===== src/rtl/seq_add_pkg.sv =====
// Shared definitions for the byte-serial adder: byte width, FSM states, index sizing.
package seq_add_pkg;

    localparam int BYTE_W = 8;

    typedef enum logic [1:0] {
        IDLE = 2'd0,
        RUN  = 2'd1,
        DONE = 2'd2
    } state_e;

    // Byte index needs at least one bit even when only one byte is processed.
    function automatic int idx_width(input int nbytes);
        return (nbytes > 1) ? $clog2(nbytes) : 1;
    endfunction

endpackage


===== src/rtl/bypass8.sv =====
// 8-bit carry-bypass adder: two 4-bit ripple nibbles, each skipped when fully propagating.
module bypass8 (
    input  logic [7:0] a_i,
    input  logic [7:0] b_i,
    input  logic       cin_i,
    output logic [7:0] s_o,
    output logic       cout_o
);

    logic [7:0] p;
    logic [4:0] lo_sum;
    logic [4:0] hi_sum;
    logic       lo_c;

    for (genvar gi = 0; gi < 8; gi++) begin : g_prop
        assign p[gi] = a_i[gi] ^ b_i[gi];
    end

    assign lo_sum = {1'b0, a_i[3:0]} + {1'b0, b_i[3:0]} + {4'b0000, cin_i};
    assign lo_c   = (&p[3:0]) ? cin_i : lo_sum[4];
    assign hi_sum = {1'b0, a_i[7:4]} + {1'b0, b_i[7:4]} + {4'b0000, lo_c};
    assign cout_o = (&p[7:4]) ? lo_c : hi_sum[4];
    assign s_o    = {hi_sum[3:0], lo_sum[3:0]};

endmodule


===== src/rtl/seq_add_nbytes.sv =====
// Byte-serial wide adder sequencing one bypass8 slice, LSB byte first, valid/ready on both sides.
// Optional signed-overflow output enabled by defining SEQ_ADD_OVF_EN.
module seq_add_nbytes
    import seq_add_pkg::*;
#(
    parameter int NBYTES = 4
) (
    input  logic                     clk,
    input  logic                     rst_n,
    input  logic                     in_valid,
    output logic                     in_ready,
    input  logic [BYTE_W*NBYTES-1:0] a,
    input  logic [BYTE_W*NBYTES-1:0] b,
    input  logic                     cin,
    output logic                     out_valid,
    input  logic                     out_ready,
    output logic [BYTE_W*NBYTES-1:0] sum,
    output logic                     cout,
    output logic                     busy
`ifdef SEQ_ADD_OVF_EN
    ,
    output logic                     ovf
`endif
);

    localparam int W  = BYTE_W * NBYTES;
    localparam int IW = idx_width(NBYTES);
    localparam logic [IW-1:0] LAST_IDX = IW'(NBYTES - 1);

    state_e          state_q, state_d;
    logic [IW-1:0]   idx_q, idx_d;
    logic            carry_q, carry_d;
    logic [W-1:0]    a_q, a_d;
    logic [W-1:0]    b_q, b_d;
    logic [W-1:0]    sum_q, sum_d;
    logic            cout_q, cout_d;
    logic            out_valid_q, out_valid_d;
`ifdef SEQ_ADD_OVF_EN
    logic            ovf_q, ovf_d;
`endif

    logic [BYTE_W-1:0] slice_a;
    logic [BYTE_W-1:0] slice_b;
    logic [BYTE_W-1:0] slice_s;
    logic              slice_cout;
    logic              accept;

    assign slice_a = a_q[idx_q*BYTE_W +: BYTE_W];
    assign slice_b = b_q[idx_q*BYTE_W +: BYTE_W];

    bypass8 u_slice (
        .a_i    (slice_a),
        .b_i    (slice_b),
        .cin_i  (carry_q),
        .s_o    (slice_s),
        .cout_o (slice_cout)
    );

    // Ready in DONE follows out_ready so a new operand set can enter as the result leaves.
    assign in_ready = rst_n && ((state_q == IDLE) || ((state_q == DONE) && out_ready));
    assign accept   = in_valid && in_ready;

    always_comb begin
        state_d     = state_q;
        idx_d       = idx_q;
        carry_d     = carry_q;
        a_d         = a_q;
        b_d         = b_q;
        sum_d       = sum_q;
        cout_d      = cout_q;
        out_valid_d = out_valid_q;
`ifdef SEQ_ADD_OVF_EN
        ovf_d       = ovf_q;
`endif
        unique case (state_q)
            IDLE: begin
                if (accept) begin
                    a_d     = a;
                    b_d     = b;
                    carry_d = cin;
                    idx_d   = '0;
                    state_d = RUN;
                end
            end
            RUN: begin
                sum_d[idx_q*BYTE_W +: BYTE_W] = slice_s;
                carry_d = slice_cout;
                idx_d   = idx_q + IW'(1);
                if (idx_q == LAST_IDX) begin
                    state_d     = DONE;
                    cout_d      = slice_cout;
                    out_valid_d = 1'b1;
`ifdef SEQ_ADD_OVF_EN
                    ovf_d = (a_q[W-1] == b_q[W-1]) && (slice_s[BYTE_W-1] != a_q[W-1]);
`endif
                end
            end
            DONE: begin
                if (out_ready) begin
                    out_valid_d = 1'b0;
                    state_d     = IDLE;
                    if (accept) begin
                        a_d     = a;
                        b_d     = b;
                        carry_d = cin;
                        idx_d   = '0;
                        state_d = RUN;
                    end
                end
            end
            default: state_d = IDLE;
        endcase
    end

    always_ff @(posedge clk) begin
        if (!rst_n) begin
            state_q     <= IDLE;
            idx_q       <= '0;
            carry_q     <= 1'b0;
            a_q         <= '0;
            b_q         <= '0;
            sum_q       <= '0;
            cout_q      <= 1'b0;
            out_valid_q <= 1'b0;
`ifdef SEQ_ADD_OVF_EN
            ovf_q       <= 1'b0;
`endif
        end else begin
            state_q     <= state_d;
            idx_q       <= idx_d;
            carry_q     <= carry_d;
            a_q         <= a_d;
            b_q         <= b_d;
            sum_q       <= sum_d;
            cout_q      <= cout_d;
            out_valid_q <= out_valid_d;
`ifdef SEQ_ADD_OVF_EN
            ovf_q       <= ovf_d;
`endif
        end
    end

    assign sum       = sum_q;
    assign cout      = cout_q;
    assign out_valid = out_valid_q;
    assign busy      = (state_q == RUN);
`ifdef SEQ_ADD_OVF_EN
    assign ovf       = ovf_q;
`endif

endmodule


===== config.mk =====
export PLATFORM = sky130hd
export DESIGN_NAME = seq_add_nbytes
export DESIGN_NICKNAME = d
export VERILOG_FILES = /design/src/rtl/seq_add_pkg.sv /design/src/rtl/bypass8.sv /design/src/rtl/seq_add_nbytes.sv
export SDC_FILE = /design/constraint.sdc
export NUM_CORES = 1
export LEC_CHECK = 0
export ABC_AREA = 1
export CAP_MARGIN = 0
export CORE_UTILIZATION = 43
export DETAILED_ROUTE_END_ITERATION = 12
export GPL_TIMING_DRIVEN = 0
export MAX_ROUTING_LAYER = met4
export PLACE_DENSITY = 0.7
export SYNTH_ARGS = -nofsm -noshare
export SYNTH_HDL_FRONTEND = slang
export SYNTH_SLANG_ARGS = --single-unit

===== constraint.sdc =====
create_clock -name clk -period 4 [get_ports clk]
set_clock_uncertainty 0.15 [all_clocks]
set_input_delay 0.8 -clock clk [delete_from_list [all_inputs] [get_ports clk]]
set_output_delay 0.8 -clock clk [all_outputs]
set_load 0.05 [all_outputs]

==> results of run 1 <==
[final timing paths]
| path | end | slack, ps |
|---|---|---|
| worst max-delay path | sum[13] | 150 |
| worst min-delay path | a_q[13] | 320 |
| worst max register to register | sum[13] | 150 |
| worst min register to register | a_q[13] | 320 |
[metrics by stage]
step           setup TNS, ps  std cells  setup WS (ps)
3_5_place_dp           -2981        866         -444.6
4_1_cts                    0        881          24.36
5_1_grt                    0        883          2.129
6_report                   0        883          153.6
2_1_floorplan              0        628          366.1
3_3_place_gp           -3093        866         -470.6
[state kept, by name, indices dropped and copies added (netlist names)]
register and flops:
idx_q 2, carry_q 1, cout 1, state_q 2, sum 32, out_valid 1, b_q 32, a_q 32
[cell families (layout without fill, tap and decap cells)]
group / Yosys count / count (layout) / synth area share [%]
simple gates: 270 / 270 / 25.60
compound gates: 156 / 156 / 17.84
fa+ha+maj: 18 / 18 / 5.417
flops: 103 / 103 / 43.76
buf+inv: 79 / 198 / 7.010
xor+xnor: 2 / 2 / 0.3718
[cells in the mapped netlist]
| cell | number |
|---|---|
| buf_4 | 7 |
| buf_1 | 5 |
| inv_2 | 2 |
| a21o_1 | 1 |
| clkbuf_1 | 25 |
| nand3_1 | 79 |
| nor3_1 | 2 |
| or2_2 | 1 |
| nand4_1 | 6 |
| nor2_4 | 5 |
| xor2_1 | 1 |
| nor2_1 | 44 |
| nand2_1 | 128 |
| nor4_4 | 1 |
| o22ai_1 | 12 |
| buf_2 | 6 |
| o21ai_0 | 30 |
| xnor2_1 | 1 |
| a32oi_1 | 6 |
| nand2_2 | 1 |
| nand2_4 | 1 |
| inv_1 | 32 |
| fa_1 | 4 |
| dfxtp_1 | 103 |
| a21oi_1 | 99 |
| clkinv_1 | 2 |
| a22oi_1 | 8 |
| nand3_2 | 1 |
| ha_1 | 14 |
| and2_1 | 1 |
[critical path, stage by stage (launching register included)]
cell     delay (ps)
dfxtp_2         380
buf_6           150
buf_2           290
nor2_1          120
o22ai_2         230
fa_2            270
inv_1            50
fa_1            390
inv_1            70
nand2_1          50
nand2_1          50
nand3_1          90
and2_1          160
fa_1            360
inv_1           100
fa_2            480
nand2_1         100
nor2_1           70
a22oi_1         150
nor2_1           50
[report_power, final]
part | leakage (uW) | internal [uW] | total (uW) | switching (uW)
Combinational | 0.00136 | 179 | 442 | 262
Sequential | 0.000838 | 1060 | 1090 | 24.3
Clock | 0.0000944 | 303 | 666 | 363
[what timing repair did]
| item | CTS | global route |
|---|---|---|
| endpoints found under the setup margin | 14 | 8 |
| setup buffers | 0 | 2 |
| pin swaps | 0 | 2 |
| gates resized for setup | 10 | 20 |
[placed cells by master, fill, tap and decap left out, drive strengths merged]
cell           count
inv               34
a21o               1
clkbuf            34
nand4              6
o22ai             12
fa                 4
a22oi              8
and2               1
xnor2              1
clkinv             4
nand3             80
o21ai             30
dfxtp            103
nor4               1
bufinv             1
ha                14
a32oi              6
a21oi             99
or2                1
clkinvlp           2
dlymetal6s2s       1
clkdlybuf4s50    101
nor2              49
nand2            130
xor2               1
buf               21
nor3               2
[metal layers]
metal | vias up | GRT usage, % | routed length (microns)
met4 | 0 | 11.15 | 344
met2 | 131 | 46.13 | 7193
met5 | - | - | 0
li1 | 2343 | - | -
met1 | 2205 | 30.32 | 5905
met3 | 26 | 2.675 | 564
[layout make-up]
type | instances | area, sq um
Timing Repair Buffer | 104 | 1039
Clock buffer | 10 | 137.6
Sequential cell | 103 | 2063
Multi-Input combinational cell | 446 | 2347
Buffer | 43 | 220.2
Fill cell | 1037 | 4290
Tap cell | 136 | 170.2
Inverter | 36 | 136.4
Clock inverter | 5 | 58.81
==> results.md, run 1 <==
* Nets@finish at 830
* Routed WL per cell at between 15 and 20 microns
* Hold/Removal Path Class: reg -> reg
* Initial core utilization at 45.04%
* Clock transition at path regs at roughly 100 ps
* Syn_area_per_cell at roughly 7.5 sq um
* Clock Sinks at around 100
* DR vias/cell at around 5.3
* Pwr dens at between 300 and 400 nW/um^2
* Layout cell share with drive strength beyond 1 at between 7 and 8%
* Initial antenna violation count at 0
* Reg2reg start: idx_q[0]
* Critical path arrival at around 4000 ps
* First-pass GRT wire length at roughly 22000 microns
* Post-route cell area at around 6000 sq um
* Yosys top cell area share at between 40% and 50%
* N_diodes at 0
* Dpl cell area at just under 6000 sq um
* Pin count of the biggest net entering global routing at 17
* RSZ-0062 raised after global routing: false
* Yosys reg bits at 103
* Worst-path fanout max at 10
* Reg2Reg Depth at 19
* CTS tree: done
* Critical path type: reg -> reg
* VDD IR-drop max at between 150 and 200 uV
* Tmin final at just under 4000 ps
* Maxcap violations at 0
* Max H-tree Level at 3
* Hold Path Cell Cnt at 2
* Core area at roughly 10000 sq um
* Final Hold Fails at 0
* Leakage at ~0.0023 uW
* DRT antenna net count at 0
* TritonCTS Buffers at 9
* Gr usage total at between 20% and 30%
* Setup violations, final at 0
* FP Rows at 37
* Die area at between 10000 and 15000 sq um
* Die height at about 110 microns
* I/O pin count at between 100 and 150
* Total design power at 2195 uW
* Worst skew pair latency at around 380 ps
* Chip width at between 100 and 150 microns
* Tightest hold margin at 318.5 ps
* Area contributors post-synth: dfxtp_1 (44%), a21oi_1 (11%), nand2_1 (10%)
* Endpoint class of the critical path: flip-flop
* Root buf cell: clkbuf_8
* Mapped cell area at around 4700 sq um
* Area Growth Syn to Fin at 30.99%
* Worst setup path start: idx_q[0]
* Vias in the first global route at about 4500
* IO Port Bufs at a little over 100
* Final WL at about 14000 microns
* Max Freq at between 200 and 300 MHz
* Status: finished, final reports clean
* Total number of vias at around 4700
* Sequential area share after synthesis at 43.76%
* Crit share post-route at a little over nine tenths
* Gp weighted congestion at about 0.96
* Worst Tran Pin Value at approximately 650 ps
* Critical path launch point type: flip-flop
* Final core occ at about three fifths
* Fin. max-slew vios at 0
* CP required at 4110 ps
* Mapped Nets at a little over 700
* Synth Warn # at 0
* Hpwl dp at 10970 microns
* Cts-stage hold buffer count at 0
* Iter 0 DRT Violations at 272
* Number of library cell types mapped by synthesis at 30
* DR DRC count at 0
* Cell taking the most area after synthesis: dfxtp_1
* Global route total overflow at 0
* First-pass DRT Iterations at 4
* CTS Buffer Depth at 2
* Hold Crit Start: a_q[13]
* Slew HR at a little under three fifths
* Post-Synthesis Cells at ~630
Power figures use the tool's default switching activity.
==> inputs of run 2 (changes only) <==
--- a/config.mk
+++ b/config.mk
@@ -9,6 +9,7 @@
 export CAP_MARGIN = 0
 export CORE_UTILIZATION = 43
 export DETAILED_ROUTE_END_ITERATION = 12
+export GPL_ROUTABILITY_DRIVEN = 0
 export GPL_TIMING_DRIVEN = 0
 export MAX_ROUTING_LAYER = met4
 export PLACE_DENSITY = 0.7
==> run 2 against run 1 <==
  * First-iteration DRC count is 13% higher
  * Global-route usage shrank 1.3 points
  * Core utilization barely moved
  * Worst hold slack barely moved
  * Final cell count is the same
  * Critical endpoint unchanged
  * Clock power shrank 7.2%
  * Sequential share of layout area barely moved
  * Combinational power about the same
  * Critical path depth did not move
  * Power is 2.1% lower
  * Clock-buffer cell count is 1 higher
  * Largest power group unchanged
==> results.md, run 2 (same netlist as run 1, synthesis figures left out) <==
* Slew HR at roughly three fifths
* Initial antenna violation count at 0
* Total number of vias at ~4800
* I/O pin count at between 100 and 150
* Placed cells at just under 900
* Core area at between 10000 and 15000 sq um
* DRT antenna net count at 0
* Critical path type: reg -> reg
* IO Port Bufs at slightly above 100
* Critical path arrival at just under 4000 ps
* Final Non-Filler Cells at approximately 880
* CTS Buffer Depth at 2
* Root buf cell: clkbuf_8
* Status: finished, final reports clean
* Chip width at around 110 microns
* Initial core utilization at 45.04%
* Int Pwr at about 1500 uW
* Crit path top cell by count: nand2_1
* Pin count of the biggest net entering global routing at 16
* Final WL at approximately 14000 microns
* Critical path buffers and inverters at 5
* First-pass DRT Iterations at 7
* CP required at between 4000 and 5000 ps
* Worst Tran Pin Value at around 600 ps
* Max H-tree Level at 3
* Crit path max-delay family: adder cells
* Tmin final at around 3800 ps
* FP Rows at 37
* Pwr dens at between 300 and 400 nW/um^2
* Gr usage total at approximately 25%
* TritonCTS Buffers at 9
* Worst-path fanout max at 10
* Area Growth Syn to Fin at 31.07%
* Fillers at a little over 1000
* Max Freq at about 260 MHz
* Register-to-register setup slack at 170 ps
* Global route total overflow at 0
* Seq pwr share at between 50% and 60%
* Fin. max-slew vios at 0
* Worst skew pair latency at 360 ps
* Layout cell share with drive strength beyond 1 at 7.497%
* Final Hold Fails at 0
* Critical Path Max Stage Delay at 480 ps
* Iter 0 DRT Violations at 307
* Leakage at about 0.0023 uW
* Maxcap violations at 0
* Switch Pwr at ~620 uW
* Commonest non-fill, non-tap cell in the layout: nand2_1
* Setup violations, final at 0
* Most frequent cells in the layout: nand2_1 (128), dfxtp_1 (102), clkdlybuf4s50_1 (101)
* Vias in the first global route at between 4000 and 5000
* Clk pwr share at ~29%
* Die height at 106.7 microns
* Critical path cell sequence: buf_6 -> buf_4 -> o21ai_0 -> o22ai_2 -> fa_2 -> inv_1 -> fa_1 -> inv_1 -> nand2_1 -> nand2_1 -> nand3_1 -> and2_1 -> fa_1 -> inv_2 -> fa_2 -> nand2_1 -> nor2_1 -> a22oi_1 -> nor2_1
* Dpl cell area at ~5900 sq um
* Logic gate share of total power at between 20% and 30%
* DR vias/cell at between 5 and 6
* Routed WL per cell at roughly 15 microns
* VDD IR-drop max at about 180 uV
* Nets@finish at 830
* Cts-stage hold buffer count at 0
* Crit share post-route at a little over nine tenths
* N_diodes at 0
* FF+latch area at ~2100 sq um
* DR DRC count at 0
* Clock transition at path regs at 90 ps
* Die area at 11380 sq um
* Hpwl dp at roughly 11000 microns
* Post-route cell area at about 6200 sq um
* Hold/Removal Path Class: reg -> reg
* Critical path launch point type: flip-flop
* CTS tree: done
* Switching Share at 28.92%
* First-pass GRT wire length at 21400 microns
* Endpoint class of the critical path: flip-flop
* Slowest CP cell: fa_2
* Area occupied by multi-input gates at around 2400 sq um
* Clock Sinks at approximately 100
==> run 2: path summary, 6_finish.rpt <==
kind / startpoint / to / cells past startpoint
max: idx_q[0] / sum[13] / 19
min: sum[18] / sum[18] / 2
max reg2reg: idx_q[0] / sum[13] / 19
min reg2reg: sum[18] / sum[18] / 2
==> run 2: layout make-up <==
cell class	instances	share of cell area, %
clock buffer	11	2.127
tap	136	2.755
multi-input combinational	446	38.19
clock inverter	4	0.7699
buffer	43	3.687
inverter	36	2.208
timing repair buffer	104	16.82
sequential	103	33.45
==> run 2: through the flow <==
step                      utilization [%]  TNS, ps  total power [uW]  hold slack [ps]  worst slack [ps]
after global routing                59.03   -71.75              2244            338.9            -33.42
after global placement              56.42   -621.6              1518            304.0            -194.9
final                               59.03        0              2150            318.1             173.1
after floorplan                         -        0              1361            279.8             366.1
after detailed placement            56.42    -1506              1527            307.5            -328.6
after CTS                           58.35        0              2132            321.1             2.988
==> run 2: routing by layer <==
metal	vias up	GRT usage, %	part of all wire (%)
met5	-	-	0
met4	0	10.18	3.0
met3	36	3.891	5.0
met2	159	43.32	50
met1	2218	28.59	42
li1	2348	-	-
==> run 2: worst register-to-register path, stage by stage (launching register included) <==
cell,delay [ps]
dfxtp_4,380
buf_6,140
buf_4,160
o21ai_0,120
o22ai_2,310
fa_2,270
inv_1,50
fa_1,390
inv_1,70
nand2_1,40
nand2_1,50
nand3_1,90
and2_1,160
fa_1,380
inv_2,90
fa_2,480
nand2_1,100
nor2_1,70
a22oi_1,160
nor2_1,60
==> run 2: repair_timing <==
| item | 4_1_cts | 5_1_grt |
|---|---|---|
| pin swaps | 0 | 5 |
| setup buffers | 0 | 2 |
| endpoints found under the hold margin | 0 | 0 |
| setup endpoints to repair | 10 | 11 |
| resized for setup | 8 | 29 |
==> run 2: power by group through the flow <==
stage,sequential (uW),clock [uW],combinational (uW)
2_1_floorplan,1110,0,247
3_3_place_gp,1110,0,408
3_5_place_dp,1110,0,417
4_1_cts,1090,621,424
5_1_grt,1090,667,486
6_report,1090,618,444
